**src/rtl/bist_fail_logger.sv**
```systemverilog
`default_nettype none
//============================================================================
// Module   : bist_fail_logger
// Purpose  : Collects compare records from a March C- BIST controller. It
//            keeps a saturating count of failing reads and logs the first
//            LOG_DEPTH failures in arrival order. It reports pass/fail/done
//            status, and the log can be drained after the run through a
//            single-entry read port.
// Ports    : clk, rst            - clock, synchronous active-high reset
//            test_start          - pulse: clear everything, start collecting
//            test_done           - pulse: controller finished its run
//            cmp_valid/addr/expected/actual/element - compare record
//            log_rd_en           - pop the oldest log entry (DONE only)
//            log_rd_valid/addr/element/syndrome     - popped entry
//            log_count           - entries currently held
//            log_overflow        - sticky, a failure found the log full
//            fail_count          - saturating total failure count
//            bist_fail           - fail_count is non-zero
//            bist_done           - run finished and pipeline drained
// Revision : 1.0 - initial release
//============================================================================
module bist_fail_logger #(
   parameter int ADDR_W    = 14,
   parameter int DATA_W    = 32,
   parameter int LOG_DEPTH = 8,
   parameter int CNT_W     = 16
) (
   input  logic                         clk,
   input  logic                         rst,
   input  logic                         test_start,
   input  logic                         test_done,
   input  logic                         cmp_valid,
   input  logic [ADDR_W-1:0]            cmp_addr,
   input  logic [DATA_W-1:0]            cmp_expected,
   input  logic [DATA_W-1:0]            cmp_actual,
   input  logic [2:0]                   cmp_element,
   input  logic                         log_rd_en,
   output logic                         log_rd_valid,
   output logic [ADDR_W-1:0]            log_rd_addr,
   output logic [2:0]                   log_rd_element,
   output logic [DATA_W-1:0]            log_rd_syndrome,
   output logic [$clog2(LOG_DEPTH):0]   log_count,
   output logic                         log_overflow,
   output logic [CNT_W-1:0]             fail_count,
   output logic                         bist_fail,
   output logic                         bist_done
);

   localparam int PW = $clog2(LOG_DEPTH);
   localparam int EW = ADDR_W + 3 + DATA_W;
   localparam logic [PW:0] c_DEPTH = (PW+1)'(LOG_DEPTH);

   localparam logic [1:0] S_IDLE    = 2'd0;
   localparam logic [1:0] S_COLLECT = 2'd1;
   localparam logic [1:0] S_DRAIN   = 2'd2;
   localparam logic [1:0] S_DONE    = 2'd3;

   logic [1:0] state_q, state_d;
   logic       w_collect;
   logic       w_done;

   //------------------------------------------------------------------
   // FSM: state register / next state / outputs
   //------------------------------------------------------------------
   always_ff @(posedge clk) begin
      if (rst) state_q <= S_IDLE;
      else     state_q <= state_d;
   end

   always_comb begin
      state_d = state_q;
      if (test_start) begin
         state_d = S_COLLECT;
      end else begin
         case (state_q)
            S_IDLE:    state_d = S_IDLE;
            S_COLLECT: if (test_done) state_d = S_DRAIN;
            // One cycle lets the last accepted record finish stage 2.
            S_DRAIN:   state_d = S_DONE;
            S_DONE:    state_d = S_DONE;
            default:   state_d = S_IDLE;
         endcase
      end
   end

   always_comb begin
      w_collect = (state_q == S_COLLECT);
      w_done    = (state_q == S_DONE);
   end

   //------------------------------------------------------------------
   // Stage 1: capture the record and its syndrome
   //------------------------------------------------------------------
   logic              s1_valid_q, s1_valid_d;
   logic [ADDR_W-1:0] s1_addr_q;
   logic [2:0]        s1_elem_q;
   logic [DATA_W-1:0] s1_syn_q;

   // A record arriving with test_start belongs to neither run and is dropped.
   assign s1_valid_d = cmp_valid & w_collect & ~test_start;

   always_ff @(posedge clk) begin
      if (rst) begin
         s1_valid_q <= 1'b0;
         s1_addr_q  <= '0;
         s1_elem_q  <= '0;
         s1_syn_q   <= '0;
      end else begin
         s1_valid_q <= s1_valid_d;
         if (s1_valid_d) begin
            s1_addr_q <= cmp_addr;
            s1_elem_q <= cmp_element;
            s1_syn_q  <= cmp_expected ^ cmp_actual;
         end
      end
   end

   //------------------------------------------------------------------
   // Stage 2: mismatch detect, fail count and log bookkeeping
   //------------------------------------------------------------------
   logic [EW-1:0]    mem_q [LOG_DEPTH];
   logic [PW-1:0]    wr_ptr_q, rd_ptr_q;
   logic [PW:0]      count_q, count_d;
   logic [CNT_W-1:0] fail_q, fail_d;
   logic             ovf_q, ovf_d;
   logic             w_mismatch, w_full, w_wr, w_pop;

   assign w_mismatch = s1_valid_q & (s1_syn_q != '0);
   assign w_full     = (count_q == c_DEPTH);
   assign w_wr       = w_mismatch & ~w_full & ~test_start;
   assign w_pop      = log_rd_en & w_done & (count_q != '0) & ~test_start;

   always_comb begin
      count_d = count_q;
      fail_d  = fail_q;
      ovf_d   = ovf_q;
      if (test_start) begin
         count_d = '0;
         fail_d  = '0;
         ovf_d   = 1'b0;
      end else begin
         case ({w_wr, w_pop})
            2'b10:   count_d = count_q + 1'b1;
            2'b01:   count_d = count_q - 1'b1;
            default: count_d = count_q;
         endcase
         // Saturate rather than wrap so a large fail count never reads as a pass.
         if (w_mismatch && (fail_q != '1)) fail_d = fail_q + 1'b1;
         if (w_mismatch && w_full)         ovf_d  = 1'b1;
      end
   end

   // Pointers are PW bits wide so they wrap modulo LOG_DEPTH on their own;
   // count_q carries the full/empty distinction.
   always_ff @(posedge clk) begin
      if (rst) begin
         wr_ptr_q <= '0;
         rd_ptr_q <= '0;
         count_q  <= '0;
         fail_q   <= '0;
         ovf_q    <= 1'b0;
      end else begin
         count_q <= count_d;
         fail_q  <= fail_d;
         ovf_q   <= ovf_d;
         if (test_start) begin
            wr_ptr_q <= '0;
            rd_ptr_q <= '0;
         end else begin
            if (w_wr)  wr_ptr_q <= wr_ptr_q + 1'b1;
            if (w_pop) rd_ptr_q <= rd_ptr_q + 1'b1;
         end
      end
   end

   // Log storage is not reset; occupancy is tracked by count_q alone.
   always_ff @(posedge clk) begin
      if (w_wr) mem_q[wr_ptr_q] <= {s1_addr_q, s1_elem_q, s1_syn_q};
   end

   //------------------------------------------------------------------
   // Readout register: holds the last popped entry
   //------------------------------------------------------------------
   logic              rd_valid_q;
   logic [ADDR_W-1:0] rd_addr_q;
   logic [2:0]        rd_elem_q;
   logic [DATA_W-1:0] rd_syn_q;

   always_ff @(posedge clk) begin
      if (rst) begin
         rd_valid_q <= 1'b0;
         rd_addr_q  <= '0;
         rd_elem_q  <= '0;
         rd_syn_q   <= '0;
      end else begin
         rd_valid_q <= w_pop;
         if (w_pop) begin
            {rd_addr_q, rd_elem_q, rd_syn_q} <= mem_q[rd_ptr_q];
         end
      end
   end

   assign log_rd_valid    = rd_valid_q;
   assign log_rd_addr     = rd_addr_q;
   assign log_rd_element  = rd_elem_q;
   assign log_rd_syndrome = rd_syn_q;
   assign log_count       = count_q;
   assign log_overflow    = ovf_q;
   assign fail_count      = fail_q;
   assign bist_fail       = |fail_q;
   assign bist_done       = w_done;

endmodule
`default_nettype wire

```
**config.mk**
```make
export PLATFORM = sky130hd
export DESIGN_NAME = bist_fail_logger
export DESIGN_NICKNAME = d
export VERILOG_FILES = /design/src/rtl/bist_fail_logger.sv
export SDC_FILE = /design/constraint.sdc
export NUM_CORES = 1
export LEC_CHECK = 0
export ABC_AREA = 1
export CORE_ASPECT_RATIO = 1.5
export CORE_MARGIN = 2
export CORE_UTILIZATION = 35
export CTS_BUF_LIST = sky130_fd_sc_hd__clkbuf_4
export DETAILED_ROUTE_END_ITERATION = 10
export PLACE_DENSITY = 0.6
export SETUP_SLACK_MARGIN = 0.02
export SYNTH_ARGS = -nofsm -noshare
export SYNTH_HDL_FRONTEND = slang
export SYNTH_SLANG_ARGS = --single-unit
```
**constraint.sdc**
```tcl
create_clock -name clk -period 3.7 [get_ports clk]
set_input_delay 0.74 -clock clk [delete_from_list [all_inputs] [get_ports clk]]
set_output_delay 0.74 -clock clk [all_outputs]
set_load 0.1 [all_outputs]
```
After elaboration in Yosys (flattened, before gate mapping) --
Memory sizes are Yosys's and may differ from the RTL's. A register that Yosys moved wholly into a read port is not among the register bits. Index checks and enable logic that the tools add are counted.
Word-level totals: memories kept 1, RAM bits 392, input port bits 87, register bits 80
Memories:
- mem_q | words 8, width 49, read ports 1, clocked after Yosys merged registers in 1, wr ports 1, RTL line 121 | logic [EW-1:0] mem_q [LOG_DEPTH];
Operators by class: equal/unequal tests 9, bitwise gates (word level) 11, add/sub/neg operators 5, reduce and logical (&&, ||, !) cells 9, multiplexer cells 6
Operators with widths (count):
- $reduce_bool A32 Y1 | 1
- $xor A32 B32 Y32 | 1
- $add A16 B1 Y16 const B | 1
- $ne A16 B16 Y1 const B | 1
- $reduce_or A16 Y1 | 1
- $and A1 B1 Y1 | 8
- $pmux W4 S2 | 1
- $add A3 B1 Y3 const B | 2
- $eq A2 B2 Y1 const B | 3
- $pmux W2 S3 | 1
- $add A4 B1 Y4 const B | 1
- $eq A2 B1 Y1 const B | 2
- $eq A4 B4 Y1 const B | 1
- $reduce_bool A4 Y1 | 1
- $reduce_or A2 Y1 | 2
- $sub A4 B1 Y4 const B | 1
- $mux W1 | 3
- $ne A3 B3 Y1 const B | 1
- $logic_and A1 B1 Y1 | 2
- $logic_not A2 Y1 | 1
- $mux W2 | 1
- $ne A2 B2 Y1 const B | 1
- $not A1 Y1 | 2
- $reduce_bool A2 Y1 | 1

Depth between registers and ports, before layout --
Gate-level depths: netlist (run 1).
depth after elaboration 6, gate-level depth with buffers 18, gate-level depth less buffers 17

Least setup slack after synthesis (run 1) --
Ideal clock, no wire load.
path type reg2reg, start register count_q[0], in the netlist log_count[0], end memory mem_q[0][0] in the netlist's numbering, enable pin, data required time 3.244 ns, setup slack -0.639 ns, arrival time 3.884 ns, cell stages (with the launch flop) 7, clock period less this slack 4.339 ns, cells stage by stage dfxtp_1 -> inv_1 -> nand4_1 -> nand3_1 -> nor2_1 -> nand2_1 -> nor2_1
Between the ends: longest elaborated chain between the ends 6
RTL lines:
- from (decl) | RTL line 123 | logic [PW:0] count_q, count_d;
- from (signal assigned) | RTL line 163 | count_q <= count_d;
- $eq A4 B4 Y1 | RTL line 129 | assign w_full = (count_q == c_DEPTH);
- $not A1 Y1 | RTL line 130 | assign w_wr = w_mismatch & ~w_full & ~test_start;
- $and A1 B1 Y1 (2 in series) | RTL line 130
- $mux W1 | RTL line 178 | if (w_wr) mem_q[wr_ptr_q] <= {s1_addr_q, s1_elem_q, s1_syn_q};
- $mux W1 (not written as such) | RTL line 178
- to (decl) | RTL line 121
No other way between the ends.

Worst setup path in the final report (run 1) --
start register fail_q[7], in the netlist fail_count[7], end output fail_count[7]
RTL lines:
- from (decl) | RTL line 124 | logic [CNT_W-1:0] fail_q, fail_d;
- from (signal assigned) | RTL line 164 | fail_q <= fail_d;
- to (decl) | RTL line 44 | output logic [CNT_W-1:0] fail_count,
No word-level cell between the ends.

==> results of run 1 <==
[final cells by class]
type | count | share of cell area
inverter | 139 | 0.0212
antenna | 1 | 0.000101
sequential | 521 | 0.578
clock buffer | 176 | 0.0532
clock inverter | 43 | 0.0121
multi-input combinational | 959 | 0.218
tap | 777 | 0.0391
timing repair buffer | 192 | 0.0777
[registers in the layout, summed over array words and instances, names as in the netlist, 2 cells and up]
name	flops
s1_syn_q	32
wr_ptr_q	3
log_count	4
rd_ptr_q	3
fail_count	16
state_q	2
log_rd_addr	14
log_rd_syndrome	32
log_rd_element	3
s1_addr_q	14
s1_elem_q	3
mem_q	392
[power breakdown]
group          switching (mW)  internal (mW)
Clock                    2.22           2.47
Combinational           0.155          0.144
Sequential             0.0548           6.28
Total                    2.43           8.90
[cell families (layout without fill, tap and decap cells)]
family | after synthesis | after routing | synth area share
compound gates | 475 | 475 | 0.122
xor+xnor | 42 | 42 | 0.0177
fa+ha+maj | 8 | 8 | 0.00517
buf+inv | 242 | 550 | 0.0517
flops | 521 | 521 | 0.690
mux | 98 | 98 | 0.0472
other cells | 0 | 1 | 0
simple gates | 336 | 336 | 0.0663
[final timing paths]
kind / start / slack (ps) / cells after the start / to
setup / recovery: fail_count[7] / 410 / 1 / fail_count[7]
hold / removal: rst / 210 / 2 / s1_syn_q[26]
setup reg to reg: s1_syn_q[27] / 750 / 18 / log_count[3]
hold reg to reg: log_overflow / 480 / 1 / log_overflow
[placed cells by master (no fill, tap or decap), types with 2 or more instances in the layout]
master           instances
inv_2                    3
clkinvlp_4               2
inv_1                  132
dfxtp_4                  3
nand2_2                  2
a31oi_1                 49
clkdlybuf4s50_1        151
nand2_1                168
inv_6                    2
nand4_1                  9
dfxtp_1                126
a21oi_1                121
clkbuf_4               176
ha_1                     7
buf_4                   31
nor2_1                 110
nor2_4                  10
a211oi_1                32
nor4_1                   3
o21ai_1                 32
xnor2_1                 36
mux2i_1                 98
buf_12                   9
a21oi_2                  2
o21ai_0                238
xor2_1                   6
clkinv_1                30
clkinv_2                 6
nand3_1                 27
bufinv_16                4
nor3_1                   3
edfxtp_1               392
[through the flow]
step / cell area (um2) / cells / TNS [ps]
3_5_place_dp: 23200 / 2588 / 0
2_1_floorplan: 20800 / 1722 / -250600
4_1_cts: 24800 / 2807 / 0
6_report: 24800 / 2808 / 0
5_1_grt: 24800 / 2808 / 0
3_3_place_gp: 23200 / 2588 / 0
[metal layers]
layer	track usage	vias up	routed length (um)
met4	0.0671	0	1310
li1	-	6640	-
met1	0.195	6647	20400
met3	0.0304	96	2850
met2	0.304	404	26500
met5	0	-	0
[worst register-to-register path, stage by stage, from the launching register on]
cell and delay (ps):
dfxtp_1 520, nor2_1 100, nand2_1 90, nor2_1 70
nand2_1 120, nor2_1 80, nor2_1 90, buf_4 260
nand3_1 160, ha_1 270, ha_1 300, nand2_1 90
nand2_1 50, a21oi_1 160, nor2_1 60, nor2_1 100
nand2_1 70, o21ai_0 150, a21oi_1 60
==> impl_results.md, run 1 <==
- Most frequent cell after synthesis: edfxtp_1
- Largest net degree at the start of global routing: 86
- Initial core utilization: 0.354
- CTS tree: built
- CP max stage delay: approximately 1200 ps
- Layout area overhead: 19.5%
- Top cells by area, synth: edfxtp_1 (57%), dfxtp_1 (12%), o21ai_0 (5.7%)
- Routability cong.: 0.811
- Top-area cell type share of the netlist area: 0.566
- FF/Latch Area: around 14000 um2
- Critical Path, Cell by Cell: clkdlybuf4s50_1
- Area leader, netlist: edfxtp_1
- Clock sink total: approximately 520
- Post-synth top cells: edfxtp_1 (392), o21ai_0 (238), nand2_1 (168)
- Top delay family on crit path: buffers and inverters
- Synthesized area: 20800 um2
- RSZ-0062 raised after global routing: no
- Maximum clock frequency: about 0.30 GHz
- Hold Vio Cnt, Final: 0
- Pleak: about 8.4 nW
- Rel. slew slack: 0.289
- Yosys warns: 0
- Yosys cell types: 34
- Required time of the critical path: 2960 ps
- Top-level I/O count: 160
- HPWL after DPL: ~29000 um
- Via/cell ratio: 4.91
- Post-cts resize count: 0
- Footprint of the multi-input gates: between 5000 and 6000 um2
- First DRT Iteration DRCs: about 910
- Total core area: ~60000 um2
- Setup ws final: between 400 and 500 ps
- Die ar.: a little over 60000 um2
- Post-synth net total: around 1.8k
- Clk_lat worst skew: just under 900 ps
- Post-layout util: 0.423
- Critical path's slowest cell: clkdlybuf4s50_1
- Actual slew at the worst max-slew pin: 1060 ps
- Share of layout cells above drive strength 1: 0.127
- Max Cap Viol: 0
- Syn Area/Cell: approximately 12 um2
- Final Critical Period: 3290 ps
- GR Overflow Total: 0
- Clock Tree Buf Depth: 3
- Layout Nets: 2024
- Total GRT Usage: 0.167
- Period utilisation layout: 0.888
- Via count: approximately 14k
- Fill cell count: roughly 5.4k
- Crit path kind: reg2out
- Post-synth EDFFs: 392
- Buffers added on ports: around 160
- Hold_ws: approximately 210 ps
- CP max FO: 8
- Initial antenna violation count: 1
- Yosys reg bits: between 500 and 600
- Min-delay worst type: in2reg
- Pre-antenna DRT Iters: 6
- Slew Limit Fails: 0
- Sequential share of the synthesized area: 0.690
- Post-route DRC: 0
- First-pass GRT wire length: roughly 79000 um
- # setup viols final: 0
- Ys async rst share: 0
- Worst-path clk slew: approximately 70 ps
- Routed Antenna Nets: 0
- H-Tree Depth: 3
- Total power: between 10 and 15 mW
- DIE WIDTH: between 200 and 250 um
- Critical path startpoint category: register
- WP buf/inv: 1
- Place WS: ~660 ps
- CP endpoint kind: primary output
- Post-DR wirelength/cell: ~18 um
- Worst Path Arrival: roughly 2600 ps
- Die height: 303 um
- Post-CTS setup buffers: 0
- Detailed Route WL: around 51000 um
- Vias in the first global route: roughly 14k
- Worst Skew: ~100 ps
- CTS Root Cell: clkbuf_4
- TritonCTS Buffers: about 120
- Core Rows: around 110
- Maximum vdd drop: roughly 0.22 mV
- PD cells: ~460 nW/um2
- Mapped Cells: 1722
- Hold_buf cts: 0
- Status: completed
- Most used DFF post-synth: edfxtp_1
Note: power is estimated with default switching activity, not from simulation.
==> run 2: changes to the inputs <==
--- a/config.mk
+++ b/config.mk
@@ -6,6 +6,7 @@
 export NUM_CORES = 1
 export LEC_CHECK = 0
 export ABC_AREA = 1
+export ABC_CLOCK_PERIOD_IN_PS = 3700
 export CORE_ASPECT_RATIO = 1.5
 export CORE_MARGIN = 2
 export CORE_UTILIZATION = 35
==> results of run 2 <==
Same layout as run 1: the final DEF is identical, and so are final timing and power.
==> run 3: changes to the inputs <==
--- a/config.mk
+++ b/config.mk
@@ -7,13 +7,17 @@
 export LEC_CHECK = 0
 export ABC_AREA = 1
 export ABC_CLOCK_PERIOD_IN_PS = 3700
+export CELL_PAD_IN_SITES_DETAIL_PLACEMENT = 0
+export CELL_PAD_IN_SITES_GLOBAL_PLACEMENT = 1
 export CORE_ASPECT_RATIO = 1.5
 export CORE_MARGIN = 2
 export CORE_UTILIZATION = 35
 export CTS_BUF_LIST = sky130_fd_sc_hd__clkbuf_4
 export DETAILED_ROUTE_END_ITERATION = 10
-export PLACE_DENSITY = 0.6
+export DONT_BUFFER_PORTS = 1
+export PLACE_DENSITY = 0.66
 export SETUP_SLACK_MARGIN = 0.02
+export SKIP_LAST_GASP = 1
 export SYNTH_ARGS = -nofsm -noshare
 export SYNTH_HDL_FRONTEND = slang
 export SYNTH_SLANG_ARGS = --single-unit
==> impl_results.md, run 3 (same netlist as run 1, synthesis figures left out) <==
- Crit path kind: reg2out
- First-pass GRT wire length: 78500 um (-0.18%)
- Min-delay worst type: in2reg
- Via count: 13.4k (-3.1%)
- Place WS: 859 ps (+200 ps)
- GR Overflow Total: 0 (unchanged)
- Slew Limit Fails: 0 (unchanged)
- First DRT Iteration DRCs: 681 (-25%)
- Detailed Route WL: 52100 um (+2.0%)
- PD cells: 487 nW/um2 (+6.9%)
- CP max stage delay: 300 ps (-910 ps)
- # setup viols final: 0 (unchanged)
- Final Instance Area: 23800 um2 (-4.4%)
- Period utilisation layout: 0.823 (-0.0649)
- Maximum clock frequency: 0.328 GHz (+7.9%)
- Initial antenna violation count: 1 (unchanged)
- Worst Skew: 54.9 ps (-47.2 ps)
- Worst-path clk slew: 70 ps (about the same)
- Hold_ws: 48.2 ps (-160 ps)
- Critical path's slowest cell: dfxtp_1
- Layout area overhead: 14.3%
- RSZ-0062 raised after global routing: no
- Vias in the first global route: 13.6k (-3.2%)
- Total GRT Usage: 0.171 (+0.00375)
- WP buf/inv: 3 (+2)
- Post-DR wirelength/cell: 19.3 um (+6.0%)
- H-Tree Depth: 4 (+1)
- Final Critical Period: 3050 ps (-240 ps)
- Die height: 303 um (unchanged)
- Routed Antenna Nets: 0 (unchanged)
- Post-route DRC: 0 (unchanged)
- Most flops, register: mem_q
- Total core area: 58800 um2 (unchanged)
- CTS Root Cell: clkbuf_4
- Status: completed
- Die ar.: 61400 um2 (unchanged)
- Post-CTS setup buffers: 0 (unchanged)
- Setup ws final: 655 ps (+240 ps)
- Rel. slew slack: 0.222 (-0.0665)
- Top delay family on crit path: buffers and inverters
- Via/cell ratio: 4.94 (+0.71%)
- CP max FO: 5 (-3)
- Post-cts resize count: 0 (unchanged)
- Top-level I/O count: 160 (unchanged)
- Routability cong.: 0.756 (-6.8%)
- Critical path startpoint category: register
- Sw frac: 0.215 (+0.000242)
- Clock Tree Buf Depth: 3 (unchanged)
- Pre-antenna DRT Iters: 5 (-1)
- HPWL after DPL: 29700 um (+3.7%)
- Largest register FFs: 392 (unchanged)
- P_sw: 2.49 mW (+2.3%)
- Worst Path Arrival: 2310 ps (-240 ps)
- Required time of the critical path: 2960 ps (about the same)
- Actual slew at the worst max-slew pin: 1160 ps (+102 ps)
- CTS tree: built
- Core Rows: 109 (unchanged)
- Critical Path, Cell by Cell: buf_4, inv_1, ha_1, nand4_1, nor4_1, nand3_1, buf_4
- Initial core utilization: 0.354 (unchanged)
- Area after DPL: 21900 um2 (-5.9%)
- Pint: 9.09 mW (+2.2%)
- Clock sink total: 521 (unchanged)
- Critical path's most frequent cell: buf_4
- Layout Nets: 1918 (-5.2%)
- Fill cell count: 5516 (+1.8%)
- Flop pwr share: 0.548 (-0.011)
- Share of layout cells above drive strength 1: 0.154 (+0.0273)
- Placed cells: 2455 (-5.1%)
- Max Cap Viol: 0 (unchanged)
- Clk network pwr share: 0.434 (+0.020)
- Maximum vdd drop: 0.228 mV (+1.5%)
- Post-layout util: 0.404 (-0.0184)
- DIE WIDTH: 203 um (unchanged)
- Final non-filler cell total: 2702 (-3.8%)
- Hold Vio Cnt, Final: 0 (unchanged)
- CP endpoint kind: primary output
- Hold_buf cts: 13 (+13)
- Buffers added on ports: 0 (-100%)
- Largest net degree at the start of global routing: 73 (-15%)
- Most frequent cells in the layout: edfxtp_1 (392), o21ai_0 (238), clkbuf_4 (191)
- TritonCTS Buffers: 130 (+12%)
- Clk_lat worst skew: 880 ps (about the same)
- Combinational power share: 0.019 (-0.007)
- Pleak: 8.12 nW (-3.9%)
- Most common cell after layout, fill and taps aside: edfxtp_1
==> run 3: cell count changes in the layout (fill, tap and decap cells not counted), sizes merged <==
cell,previous run,this run
bufinv,4,5
clkdlybuf4s50,151,0
inv,139,135
clkbuf,176,191
clkinvlp,2,6
buf,41,60
clkinv,37,35
dlygate4sd3,0,12
==> run 3: power by group through the flow <==
| stage | Sequential, mW | Combinational [mW] | Clock [mW] |
|---|---|---|---|
| after detailed placement | 6.47 | 0.197 | 0 |
| after global placement | 6.46 | 0.197 | 0 |
| after floorplan | 6.45 | 0.126 | 0 |
| after global routing | 6.34 | 0.238 | 5.50 |
| final | 6.34 | 0.215 | 5.02 |
| after CTS | 6.34 | 0.222 | 5.20 |
==> run 3: worst paths after layout <==
path,startpoint,to,slack (ps),depth (start not counted)
hold / removal,rst,log_rd_valid,50,1
setup reg to reg,s1_syn_q[28],log_count[3],810,18
hold reg to reg,state_q[0],state_q[0],500,2
setup / recovery,fail_count[0],bist_fail,650,7
==> run 3: metrics by stage <==
stage / total power [mW] / TNS [ps]
2_1_floorplan: 6.58 / -250600
3_3_place_gp: 6.66 / 0
3_5_place_dp: 6.67 / 0
4_1_cts: 11.8 / 0
5_1_grt: 12.1 / 0
6_report: 11.6 / 0
==> run 3: final cells by class <==
type | count | area, um2 | area share
Timing Repair Buffer | 72 | 716 | 0.0301
Sequential cell | 521 | 14400 | 0.604
Multi-Input combinational cell | 959 | 5420 | 0.228
Inverter | 139 | 526 | 0.0221
Clock inverter | 42 | 325 | 0.0137
Antenna cell | 1 | 2.50 | 0.000105
Tap cell | 777 | 972 | 0.0409
Clock buffer | 191 | 1430 | 0.0603
==> run 3: routing by layer <==
layer,wire length [um],up-vias,part of all wire,GRT usage
met4,1870,0,0.036,0.0798
met3,2890,121,0.055,0.0425
li1,-,6427,-,-
met2,26500,376,0.51,0.303
met5,0,-,0,0
met1,20900,6437,0.40,0.195
==> variant: new RTL, flow settings as in run 2 <==
The parameter `DATA_W` goes from 32 to 48.
--- a/src/rtl/bist_fail_logger.sv
+++ b/src/rtl/bist_fail_logger.sv
@@ -21,7 +21,7 @@
 //============================================================================
 module bist_fail_logger #(
    parameter int ADDR_W    = 14,
-   parameter int DATA_W    = 32,
+   parameter int DATA_W    = 48,
    parameter int LOG_DEPTH = 8,
    parameter int CNT_W     = 16
 ) (
Interface: changed (resized cmp_actual, cmp_expected and log_rd_syndrome); port bits go from 160 to 208. The function was not compared with the original's and may differ.
==> variant against run 2 <==
Final area grew 30%; setup slack got worse by 0.12 ns; count of clock-buffer cells in the layout rose by 68; total power grew 32%; synthesized area grew 29%; wire length up 29%; synthesized cell count rose by 23%; maximum frequency fell by 3.4%; sequential cell count up 160.
==> variant: results (changes against run 2) <==
stage;metric;value;unit;change
place;dp.cells;3242;;+25%
route;drt_wl_total;65800;microns;+29%
place;place_hpwl;38500;microns;+34%
logic_synthesis;ys.flop_type;edfxtp_1;;
logic_synthesis;synth_edf_count;520;;+33%
power;leakagePower;10.7;nW;+27%
run_status;status;completed;;
route;drt_iter0_markers;1216;;+33%
clocking;clockBufferDepth;3;;unchanged
logic_synthesis;ys_types;35;;+2.9%
global_route;grt_pass1_wl;99700;microns;+27%
place;place_area;0.0301;sq mm;+30%
place;port_buffers;207;;+30%
clocking;cts_setup_buffers;0;;unchanged
layout;largest-register;mem_q;;
global_route;grt_pass1_vias;17500;;+25%
layout;layout.nets;2525;;+25%
global_route;grt_max_degree;136;;+58%
route;dr.pass1.iters;5;;-1
logic_synthesis;netlist_top_cells_area;edfxtp_1, dfxtp_1, o21ai_0, mux2i_1, a21oi_1;;
logic_synthesis;synth_top_family_by_area;compound AO/OA/AOI/OAI gates;;
logic_synthesis;muxShareOfSynthArea;4.85;%;+0.13 points
clocking;clock_latency;1.01;ns;+0.13 ns
logic_synthesis;synth_fa_ha_area_share;0.401;%;-0.12 points
logic_synthesis;syn_inst;2117;;+23%
clocking;ctsResizeCount;0;;unchanged
critical_path;cp.arrival;2.66;ns;+0.11 ns
logic_synthesis;synth_compound_area_share;13.9;%;+1.8 points
logic_synthesis;synth_xor_area_share;1.99;%;+0.22 points
critical_path;cp_slowest_cell;clkdlybuf4s50_1;;
logic_synthesis;synthArstFlopShare;0;%;unchanged
logic_synthesis;synth-seq-area-share;70.2;%;+1.2 points
sta;clock_skew;0.0893;ns;-0.0128 ns
route;via_count;17400;;+26%
critical_path;max_stage_delay;1.20;ns;
logic_synthesis;synth_common_cells;edfxtp_1, o21ai_0, a21oi_1, inv_1, dfxtp_1;;
global_route;grtUsageTotal;16.6;%;-0.17 points
clocking;htreeDepth;4;;+1
power;total_power;14.9;mW;+32%
sta;worst_pin_slew;1.02;ns;-0.0393 ns
clocking;numCtsBuffers;162;;+40%
logic_synthesis;yosys_warnings;0;;unchanged
critical_path;cpLargestDelayFamily;buffers and inverters;;
global_route;antenna_found_initial;2;;+1
min_path;hold_class;input port to register;;
place;dpl_worst_slack;0.700;ns;+0.0412 ns
clocking;cts-root-buf;clkbuf_4;;
place;gp_congestion;0.778;;-4.1%
critical_path;crit_fanout;6;;-2
logic_synthesis;syn_nets;2244;;+24%
clocking;clk_pin_slew;0.06;ns;
layout;largest_reg_flops;520;;+33%
power;vdd_drop_max;0.236;mV;+5.0%
layout;drive_above_1_share;14.2;%;+1.5 points
route;vias_per_cell;4.91;;about the same
variant: cell types whose count changed after synthesis, moves of 18 or more:
cell / before / now
edfxtp_1: 392 / 520
a21oi_1: 121 / 213
nor2_1: 118 / 148
dfxtp_1: 129 / 161
nand2_1: 168 / 59
mux2i_1: 98 / 130
xnor2_1: 36 / 54
a31oi_1: 49 / 0
o21ai_0: 238 / 317
o211ai_1: 0 / 65
clkbuf_1: 45 / 79
inv_1: 135 / 162
variant: worst paths after layout:
check	startpoint	endpoint	slack (ns)	cells after the start
setup / recovery	fail_count[9]$_SDFFE_PP0P_	fail_count[9]	0.30	1
hold / removal	rst	s1_valid_q$_SDFF_PP0_	0.33	2
setup reg to reg	s1_syn_q[17]$_SDFFE_PP0P_	mem_q[3][62]$_DFFE_PP_	0.70	11
hold reg to reg	log_overflow$_SDFFE_PP0P_	log_overflow$_SDFFE_PP0P_	0.47	1
variant: cell type report:
cell class	count	area, sq um
Antenna cell	2	5.00
Clock buffer	244	1830
Clock inverter	56	342
Fill cell	7176	43800
Inverter	165	626
Multi-Input combinational cell	1139	6850
Sequential cell	681	18800
Tap cell	1008	1260
Timing Repair Buffer	249	2490
variant: layer usage:
| metal | routed length (microns) | vias up | part of all wire [%] | track usage, % |
|---|---|---|---|---|
| met5 | 0 | - | 0 | 0 |
| met4 | 1870 | 0 | 2.8 | 6.85 |
| met3 | 3540 | 115 | 5.4 | 3.96 |
| met2 | 33100 | 478 | 50 | 28.8 |
| met1 | 27300 | 8418 | 42 | 19.7 |
| li1 | - | 8380 | - | - |
variant: where the power goes:
group / internal (mW) / switching [mW]
registers: 8.22 / 0.0763
clock network: 3.20 / 3.00
logic: 0.193 / 0.216
